<file path="config.mk">
export PLATFORM = sky130hd
export DESIGN_NAME = trk_lock_det
export DESIGN_NICKNAME = d
export VERILOG_FILES = /design/src/rtl/trk_lock_det.sv
export SDC_FILE = /design/constraint.sdc
export NUM_CORES = 1
export LEC_CHECK = 0
export CORE_ASPECT_RATIO = 1.1
export CORE_MARGIN = 2
export CORE_UTILIZATION = 60
export DETAILED_ROUTE_END_ITERATION = 8
export PLACE_DENSITY = 0.81
export SLEW_MARGIN = 20
export SYNTH_ARGS = -nofsm -noshare
export SYNTH_HDL_FRONTEND = slang
export SYNTH_SLANG_ARGS = --single-unit
</file>
<file path="constraint.sdc">
create_clock -name rx_clk -period 5.36 [get_ports rx_clk]
set_clock_uncertainty 0.05 [all_clocks]
set_input_delay 0.804 -clock rx_clk [delete_from_list [all_inputs] [get_ports rx_clk]]
set_output_delay 0.804 -clock rx_clk [all_outputs]
set_load 0.01 [all_outputs]
</file>
<file path="src/rtl/trk_lock_det.sv">
// Tracking lock detector: integrates |I| and |Q| over N_INT prompt samples and
// runs a SEARCH / LOCKED / LOST decision on each completed window.
module trk_lock_det #(
    parameter int ACC_W    = 24,
    parameter int N_INT    = 20,
    parameter int RATIO_SH = 1,
    parameter int LOCK_CNT = 3,
    parameter int FAIL_CNT = 2,
    parameter int TMO_WIN  = 50
) (
    input  logic                    rx_clk,
    input  logic                    rx_rst,
    input  logic                    rx_restart,
    input  logic signed [ACC_W-1:0] rx_acc_real,
    input  logic signed [ACC_W-1:0] rx_acc_imag,
    input  logic                    rx_acc_vld,
    output logic                    tx_lock,
    output logic [1:0]              tx_state,
    output logic                    tx_reacq_req,
    output logic [7:0]              tx_win_cnt
);

    localparam int SUM_W = ACC_W + 8;
    localparam int CMP_W = SUM_W + RATIO_SH;

    typedef enum logic [1:0] {
        ST_SEARCH = 2'd0,
        ST_LOCKED = 2'd1,
        ST_LOST   = 2'd2
    } state_t;

    function automatic logic [ACC_W-1:0] sat_abs(input logic signed [ACC_W-1:0] x);
        logic signed [ACC_W-1:0] neg;
        neg = -x;
        if (!x[ACC_W-1])
            return x;
        else if (neg[ACC_W-1])
            return {1'b0, {(ACC_W-1){1'b1}}};
        else
            return neg;
    endfunction

    state_t             state_q, state_d;
    logic [3:0]         pass_cnt_q, pass_cnt_d;
    logic [3:0]         fail_cnt_q, fail_cnt_d;
    logic [7:0]         tmo_cnt_q, tmo_cnt_d;
    logic [7:0]         win_cnt_q, win_cnt_d;
    logic               lock_q, lock_d;
    logic               reacq_q, reacq_d;

    logic [SUM_W-1:0]   sum_i_p0, sum_q_p0;
    logic [7:0]         smp_cnt_p0;
    logic               win_done_p1;

    logic [ACC_W-1:0]   abs_i, abs_q;
    logic [SUM_W-1:0]   base_i, base_q;
    logic [7:0]         base_cnt;
    logic               clr_win, acc_en, win_pass;

    assign abs_i    = sat_abs(rx_acc_real);
    assign abs_q    = sat_abs(rx_acc_imag);
    assign win_pass = CMP_W'(sum_i_p0) > (CMP_W'(sum_q_p0) << RATIO_SH);

    always_comb begin
        state_d    = state_q;
        pass_cnt_d = pass_cnt_q;
        fail_cnt_d = fail_cnt_q;
        tmo_cnt_d  = tmo_cnt_q;
        win_cnt_d  = win_cnt_q;
        lock_d     = lock_q;
        reacq_d    = 1'b0;
        if (rx_restart) begin
            state_d    = ST_SEARCH;
            pass_cnt_d = '0;
            fail_cnt_d = '0;
            tmo_cnt_d  = '0;
            win_cnt_d  = '0;
            lock_d     = 1'b0;
        end else if (win_done_p1) begin
            if (win_cnt_q != 8'hFF)
                win_cnt_d = win_cnt_q + 8'd1;
            case (state_q)
                ST_SEARCH: begin
                    tmo_cnt_d  = tmo_cnt_q + 8'd1;
                    pass_cnt_d = win_pass ? pass_cnt_q + 4'd1 : 4'd0;
                    // Reaching lock on the timeout window still counts as lock.
                    if (win_pass && (pass_cnt_q + 4'd1 == 4'(LOCK_CNT))) begin
                        state_d    = ST_LOCKED;
                        lock_d     = 1'b1;
                        tmo_cnt_d  = '0;
                        pass_cnt_d = '0;
                    end else if (tmo_cnt_q + 8'd1 == 8'(TMO_WIN)) begin
                        state_d = ST_LOST;
                        reacq_d = 1'b1;
                    end
                end
                ST_LOCKED: begin
                    fail_cnt_d = win_pass ? 4'd0 : fail_cnt_q + 4'd1;
                    if (!win_pass && (fail_cnt_q + 4'd1 == 4'(FAIL_CNT))) begin
                        state_d    = ST_LOST;
                        lock_d     = 1'b0;
                        reacq_d    = 1'b1;
                        fail_cnt_d = '0;
                    end
                end
                default: ;
            endcase
        end

        // A completed window or a LOST block restarts integration from zero;
        // a coincident strobe becomes sample 1 unless the block is entering LOST.
        clr_win  = win_done_p1 || (state_d == ST_LOST);
        acc_en   = rx_acc_vld && !rx_restart && (state_d != ST_LOST);
        base_i   = clr_win ? '0 : sum_i_p0;
        base_q   = clr_win ? '0 : sum_q_p0;
        base_cnt = clr_win ? '0 : smp_cnt_p0;
    end

    always_ff @(posedge rx_clk or negedge rx_rst) begin
        if (!rx_rst) begin
            state_q    <= ST_SEARCH;
            pass_cnt_q <= '0;
            fail_cnt_q <= '0;
            tmo_cnt_q  <= '0;
            win_cnt_q  <= '0;
            lock_q     <= 1'b0;
            reacq_q    <= 1'b0;
        end else begin
            state_q    <= state_d;
            pass_cnt_q <= pass_cnt_d;
            fail_cnt_q <= fail_cnt_d;
            tmo_cnt_q  <= tmo_cnt_d;
            win_cnt_q  <= win_cnt_d;
            lock_q     <= lock_d;
            reacq_q    <= reacq_d;
        end
    end

    // Stage p0: window accumulation; stage p1: window-complete flag.
    always_ff @(posedge rx_clk or negedge rx_rst) begin
        if (!rx_rst) begin
            sum_i_p0    <= '0;
            sum_q_p0    <= '0;
            smp_cnt_p0  <= '0;
            win_done_p1 <= 1'b0;
        end else if (rx_restart) begin
            sum_i_p0    <= '0;
            sum_q_p0    <= '0;
            smp_cnt_p0  <= '0;
            win_done_p1 <= 1'b0;
        end else begin
            win_done_p1 <= acc_en && (base_cnt + 8'd1 == 8'(N_INT));
            if (acc_en) begin
                sum_i_p0   <= base_i + SUM_W'(abs_i);
                sum_q_p0   <= base_q + SUM_W'(abs_q);
                smp_cnt_p0 <= base_cnt + 8'd1;
            end else begin
                sum_i_p0   <= base_i;
                sum_q_p0   <= base_q;
                smp_cnt_p0 <= base_cnt;
            end
        end
    end

    assign tx_lock      = lock_q;
    assign tx_state     = state_q;
    assign tx_reacq_req = reacq_q;
    assign tx_win_cnt   = win_cnt_q;

endmodule
</file>
==> summary.txt, run 1 <==
Status: finished, final reports clean
Post-synth ARST share: 1.000
Dpl hpwl: 17.60 mm
Num CTS Buffers: 9
Drt wl/cell: 15.86 um
Critical Path End Type: register
Longest Clk Path Bufs: 2
Number of synthesized flops with an enable pin: 0
Area leader, netlist: dfrtp_1
Ranking of synthesized cells by area: dfrtp_1, ha_1, xor2_1
Crit-path max cell delay: 0.60 ns
Final hold violations: 0
Worst setup SP type: input pin
CP arrival: 5.28 ns
GP Congestion: 0.9588
YS warnings: 0
Peak VDD IR: 0.0002592 V
Commonest cells post-synth: nand2_1, nor2_1, dfrtp_1
Initial antenna violation count: 0
Cell count along the critical path: 20
Sw frac: 0.4060
Crit share post-route: 0.9536
ANT nets after route: 0
Crit path required time: 5.53 ns
Internal: 2.242 mW
R2R depth: 10
Power Total: 3.774 mW
Reg clk slew, reported paths: 0.07 ns
Post-Syn Instances: 1,131
RSZ-0062 raised after global routing: false
Port Buffers: 63
Max Cap Viol: 0
Max-slew headroom: 0.3100
Final wirelength: 23.48 mm
Sequential power share: 0.254
Top-count cell post-synth: nand2_1
Worst skew pair latency: 0.36 ns
CP cell instances: clkdlybuf4s50_1 -> or4_1 -> nor4_4 -> nand2b_1 -> buf_4 -> or3_1 -> o21ai_0 -> nand2_1 -> mux2_2 -> ha_1 -> and3_1 -> nand3_1 -> a211oi_1 -> nand2b_1 -> a221oi_1 -> buf_4 -> nor2_1 -> nor4b_2 -> xnor2_1 -> nor2_1
Clk sinks: 101
Ports: 64
Clk network pwr share: 0.168
Util after Layout: 0.7435
Die Ht: 134.4 um
Max frequency: 195.6 MHz
Die Area: 0.01648 mm^2
Worst Setup SP: rx_acc_imag[9]
Total number of vias: 8,813
Vias in the first global route: 8,681
Num rows: 47
LEAKAGE: 5.285 nW
Largest delay share family, worst path: simple AND/OR/NAND/NOR gates
Seq/Total Area, Yosys: 0.2724
DRC viols: 0
Total gr overflow: 0
Starting DRT DRC Count: 576
# hold bufs at CTS: 0
CTS tree: built
Slew Viols, Final: 0
Largest net degree at the start of global routing: 62
Vias per cell: 5.955
Worst path bufs/invs: 3
Worst Tran Pin Value: 1.035 ns
NumNets Final: 1,421
Combinational share of power: 0.578
Starting Density: 0.6140
Psw: 1.532 mW
Hold Crit Class: input pin to asynchronous set/reset pin
Die width: 122.6 um
Netlist cell types: 81
Share of cells above drive strength 1: 0.1464
Area Overhead vs Synth: 21.10%
Yosys top cell area share: 0.2724
Clock root cell: clkbuf_16
Most used flip-flop cell after synthesis: dfrtp_1
Tmin final: 5.111 ns
Core Footprint: 0.01511 mm^2
Mapped Nets: 1,273
H-Tree Depth: 3
DRT Pass-1 Iters: 5
CP Class: input pin to register
R2r startpoint: sum_i_p0[26]
Pwr Density: 335.9 mW/mm^2
First-pass GRT wire length: 39.51 mm
N_diodes: 0
Worst-path fanout max: 4
Yosys reg bits: 101
Gr usage total: 0.2945
Worst path slowest cell: or4_1
Syn Area/Cell: 8.204 um^2
Setup violators final: 0
Post-Syn Area: 0.009279 mm^2
==> final timing paths <==
check / end / slack [ns]
worst max-delay path: sum_q_p0[29] / 0.25
worst max register to register: sum_q_p0[17] / 1.08
max in group asynchronous: sum_q_p0[0] / 3.72
worst min register to register: sum_q_p0[28] / 0.45
min in group rx_clk: sum_q_p0[28] / 0.45
worst min-delay path: smp_cnt_p0[3] / 0.42
==> power by group through the flow <==
stage	clock network [mW]	registers, mW	logic, mW
floorplan	0	0.941	1.53
global placement	0	0.963	2.05
detailed placement	0	0.969	2.10
CTS	0.639	0.956	2.14
global route	0.672	0.971	2.44
finish	0.634	0.959	2.18
==> layer usage <==
| metal | vias to the layer above | track usage | routed length [um] |
|---|---|---|---|
| li1 | 4355 | - | - |
| met1 | 4250 | 0.3560 | 10010 |
| met2 | 163 | 0.5269 | 12150 |
| met3 | 45 | 0.03656 | 682 |
| met4 | 0 | 0.1149 | 629 |
| met5 | - | 0 | 0 |
==> cell type report <==
type / instances / area (um^2)
clock buffers: 12 / 246.5
clock inverters: 4 / 31.28
fillers: 1138 / 3876
inverters: 63 / 236.5
multi-input cells: 927 / 6454
flip-flops and latches: 101 / 2527
well taps: 196 / 245.2
repair buffers: 177 / 1496
==> cell usage in the layout, fill, tap and decap left out, types with 6 or more instances in the layout <==
cell type,synthesis,routed
nand2_1,115,114
xnor2_1,42,42
a21oi_1,80,73
xor2_1,56,56
or4_1,7,6
and2_1,33,33
or3_1,16,16
inv_1,63,63
a22o_1,20,20
o41ai_1,9,9
nor3_1,34,34
clkbuf_16,0,9
nor2b_1,15,13
nor2_1,102,99
o21a_1,14,14
nand2b_1,22,21
nand3_1,28,27
nand4_1,16,16
buf_4,5,113
ha_1,88,87
and3_1,9,9
o21ai_0,57,56
o211ai_1,6,6
clkdlybuf4s50_1,0,57
a21oi_2,0,7
dfrtp_1,101,101
a211oi_1,9,7
mux2i_1,18,18
o31ai_1,13,13
a31oi_1,10,10
a21o_1,19,19
==> registers in the layout, summed over array words and instances (netlist names) <==
name,cells
sum_i_p0,32
sum_q_p0,32
smp_cnt_p0,8
tmo_cnt_q,8
tx_win_cnt,8
fail_cnt_q,4
pass_cnt_q,4
tx_state,2
tx_lock,1
tx_reacq_req,1
win_done_p1,1
==> kinds of logic (layout without fill, tap and decap cells) <==
kind of cell	count (synthesis)	in the layout	synth area share
XOR/XNOR	98	98	0.09250
AO/OA/AOI/OAI	285	285	0.2062
flip-flops	101	101	0.2724
buffers and inverters	103	256	0.04720
AND/OR/NAND/NOR	431	431	0.2329
adder cells (fa/ha/maj)	90	90	0.1230
multiplexers	23	23	0.02589
==> metrics by stage <==
stage / cell area [um^2] / hold WS, ns / TNS, ns / worst slack (ns) / instances
2_1_floorplan: 9293 / 0.3932 / 0 / 0.02824 / 1131
3_3_place_gp: 10770 / 0.4148 / -4.530 / -0.4136 / 1458
3_5_place_dp: 10780 / 0.4385 / -7.348 / -0.4823 / 1458
4_1_cts: 11080 / 0.4435 / 0 / 0.02361 / 1474
5_1_grt: 11240 / 0.4669 / 0 / 0.03078 / 1480
6_report: 11240 / 0.4196 / 0 / 0.2485 / 1480
==> repair_timing <==
| item | in CTS | in global routing |
|---|---|---|
| gates cloned | 0 | 0 |
| gates resized for setup | 4 | 28 |
| endpoints found under the setup margin | 9 | 21 |
| pin swaps | 2 | 23 |
| setup buffers | 0 | 6 |
Power figures use the tool's default switching activity.
==> run 2: changes to the inputs <==
--- a/config.mk
+++ b/config.mk
@@ -10,7 +10,7 @@
 export CORE_UTILIZATION = 60
 export DETAILED_ROUTE_END_ITERATION = 8
 export PLACE_DENSITY = 0.81
-export SLEW_MARGIN = 20
+export SETUP_SLACK_MARGIN = 0.3
 export SYNTH_ARGS = -nofsm -noshare
 export SYNTH_HDL_FRONTEND = slang
 export SYNTH_SLANG_ARGS = --single-unit
==> constraint.sdc (replaced) <==
create_clock -name rx_clk -period 6.5 [get_ports rx_clk]
set_clock_uncertainty 0.05 [all_clocks]
set_input_delay 0.975 -clock rx_clk [delete_from_list [all_inputs] [get_ports rx_clk]]
set_output_delay 0.975 -clock rx_clk [all_outputs]
set_load 0.01 [all_outputs]
==> summary.txt, run 2 (synthesis gave the netlist of run 1 again) <==
H-Tree Depth: 3
Dpl hpwl: 16.42 mm
CP arrival: 6.05 ns
R2R depth: 19
Slew Viols, Final: 0
Vias in the first global route: 8,172
Placed Area: 0.01005 mm^2
Min-delay src: sum_q_p0[17]
Most frequent cells in the layout: nand2_1, nor2_1, dfrtp_1
Clk network pwr share: 0.181
Status: finished, final reports clean
Vias per cell: 6.060
Hold Crit Class: register to register
Die width: 122.6 um
Crit-path max cell delay: 0.58 ns
Port Buffers: 63
Core Footprint: 0.01511 mm^2
Max Cap Viol: 0
Internal: 1.710 mW
Worst path slowest cell: or4_4
Fillers: 1,255
R2r startpoint: tx_state[0]
Psw: 1.196 mW
Gr usage total: 0.2746
Final instance area: 0.01039 mm^2
# hold bufs at CTS: 0
Die Ht: 134.4 um
Combinational share of power: 0.549
RSZ-0062 raised after global routing: false
DRC viols: 0
Setup violators final: 0
Power Total: 2.906 mW
R2r endpoint: sum_i_p0[28]
Final wirelength: 21.96 mm
Total gr overflow: 0
Starting DRT DRC Count: 447
DRT Pass-1 Iters: 5
Regs by FF count: sum_i_p0 (32), sum_q_p0 (32)
Area Overhead vs Synth: 12.00%
Pwr Density: 279.6 mW/mm^2
Reg clk slew, reported paths: 0.07 ns
Max frequency: 170.8 MHz
Longest Clk Path Bufs: 2
NumNets Final: 1,322
Drt wl/cell: 15.90 um
Total number of vias: 8,369
Tmin final: 5.856 ns
Starting Density: 0.6140
CP Class: input pin to register
Critical Path End Type: register
Die Area: 0.01648 mm^2
Final hold violations: 0
Initial antenna violation count: 0
N_diodes: 0
Num CTS Buffers: 9
Largest net degree at the start of global routing: 62
Crit share post-route: 0.9009
CTS tree: built
Util after Layout: 0.6876
Ports: 64
Sequential power share: 0.271
GP Congestion: 0.9043
Clock root cell: clkbuf_16
Worst-path fanout max: 6
Crit path required time: 6.70 ns
Setup slack, reg-to-reg: 2.02 ns
Peak VDD IR: 0.0002422 V
First-pass GRT wire length: 36.81 mm
ANT nets after route: 0
Worst Tran Pin Value: 1.065 ns
Share of cells above drive strength 1: 0.06329
Hold depth: 2
CP cell instances: clkdlybuf4s50_1 -> or4_4 -> nor4_2 -> nor2b_1 -> nand2b_1 -> nand2b_1 -> nor4_4 -> a31oi_1 -> a21oi_2 -> ha_1 -> a211o_1 -> o211ai_1 -> a21oi_1 -> o41a_1 -> o211ai_1 -> a21oi_1 -> o41ai_2 -> and2b_2 -> nor3_1 -> mux2_2
Worst skew pair latency: 0.36 ns
Worst setup SP type: input pin
Most common cell after layout, fill and taps aside: nand2_1
Num rows: 47
LEAKAGE: 4.769 nW
Sw frac: 0.4116
Max-slew headroom: 0.2902
Worst Hold Path EP: sum_q_p0[17]
Clk sinks: 101
## run 2: routing by layer
layer	GRT usage	part of all wire
met5	0	0
met4	0.1066	0.031
met3	0.04082	0.028
met2	0.4966	0.51
met1	0.3234	0.43
## run 2: final cells by class
class	instances	area, um^2	share of cell area
multi-input combinational	927	6364	0.6123
tap	196	245.2	0.02360
clock inverter	5	41.29	0.003973
clock buffer	11	242.7	0.02336
sequential	101	2527	0.2432
timing repair buffer	78	735.7	0.07079
inverter	63	236.5	0.02275
## run 2: power groups by stage
stage,combinational (mW),clock [mW],sequential (mW)
detailed placement,1.57,0,0.795
floorplan,1.25,0,0.776
finish,1.59,0.525,0.787
CTS,1.58,0.537,0.785
global route,1.80,0.563,0.797
global placement,1.53,0,0.794
## run 2: stage by stage
step                      instances  worst slack, ns  TNS, ns  hold slack [ns]
final                          1381           0.6440        0           0.4295
after global routing           1381           0.2925        0           0.4642
after CTS                      1380           0.3740        0           0.4339
after detailed placement       1364         -0.08329  -0.1115           0.4165
after global placement         1364           0.1700        0           0.4050
after floorplan                1131           0.8705        0           0.3932
## run 2: worst max-delay path by stage
stage	slack (ns)	start	to
floorplan	0.87	rx_acc_real[5]	sum_i_p0[28]
global placement	0.17	rx_acc_real[5]	sum_i_p0[25]
detailed placement	-0.08	rx_acc_real[5]	sum_i_p0[28]
CTS	0.37	rx_acc_real[5]	sum_i_p0[28]
global route	0.29	rx_acc_imag[7]	sum_q_p0[29]
finish	0.64	rx_acc_real[5]	sum_i_p0[25]
## run 2: worst max-delay path: cells and delay by family
family | cells | cell delay [ns]
mux | 1 | 0.27
fa+ha+maj | 1 | 0.28
simple gates | 8 | 1.91
buf+inv | 1 | 0.46
compound gates | 9 | 2.13
## run 2: what timing repair did
action	CTS	global route
pin swaps	0	2
setup buffers	0	1
resized for setup	1	9
setup endpoints to repair	1	14
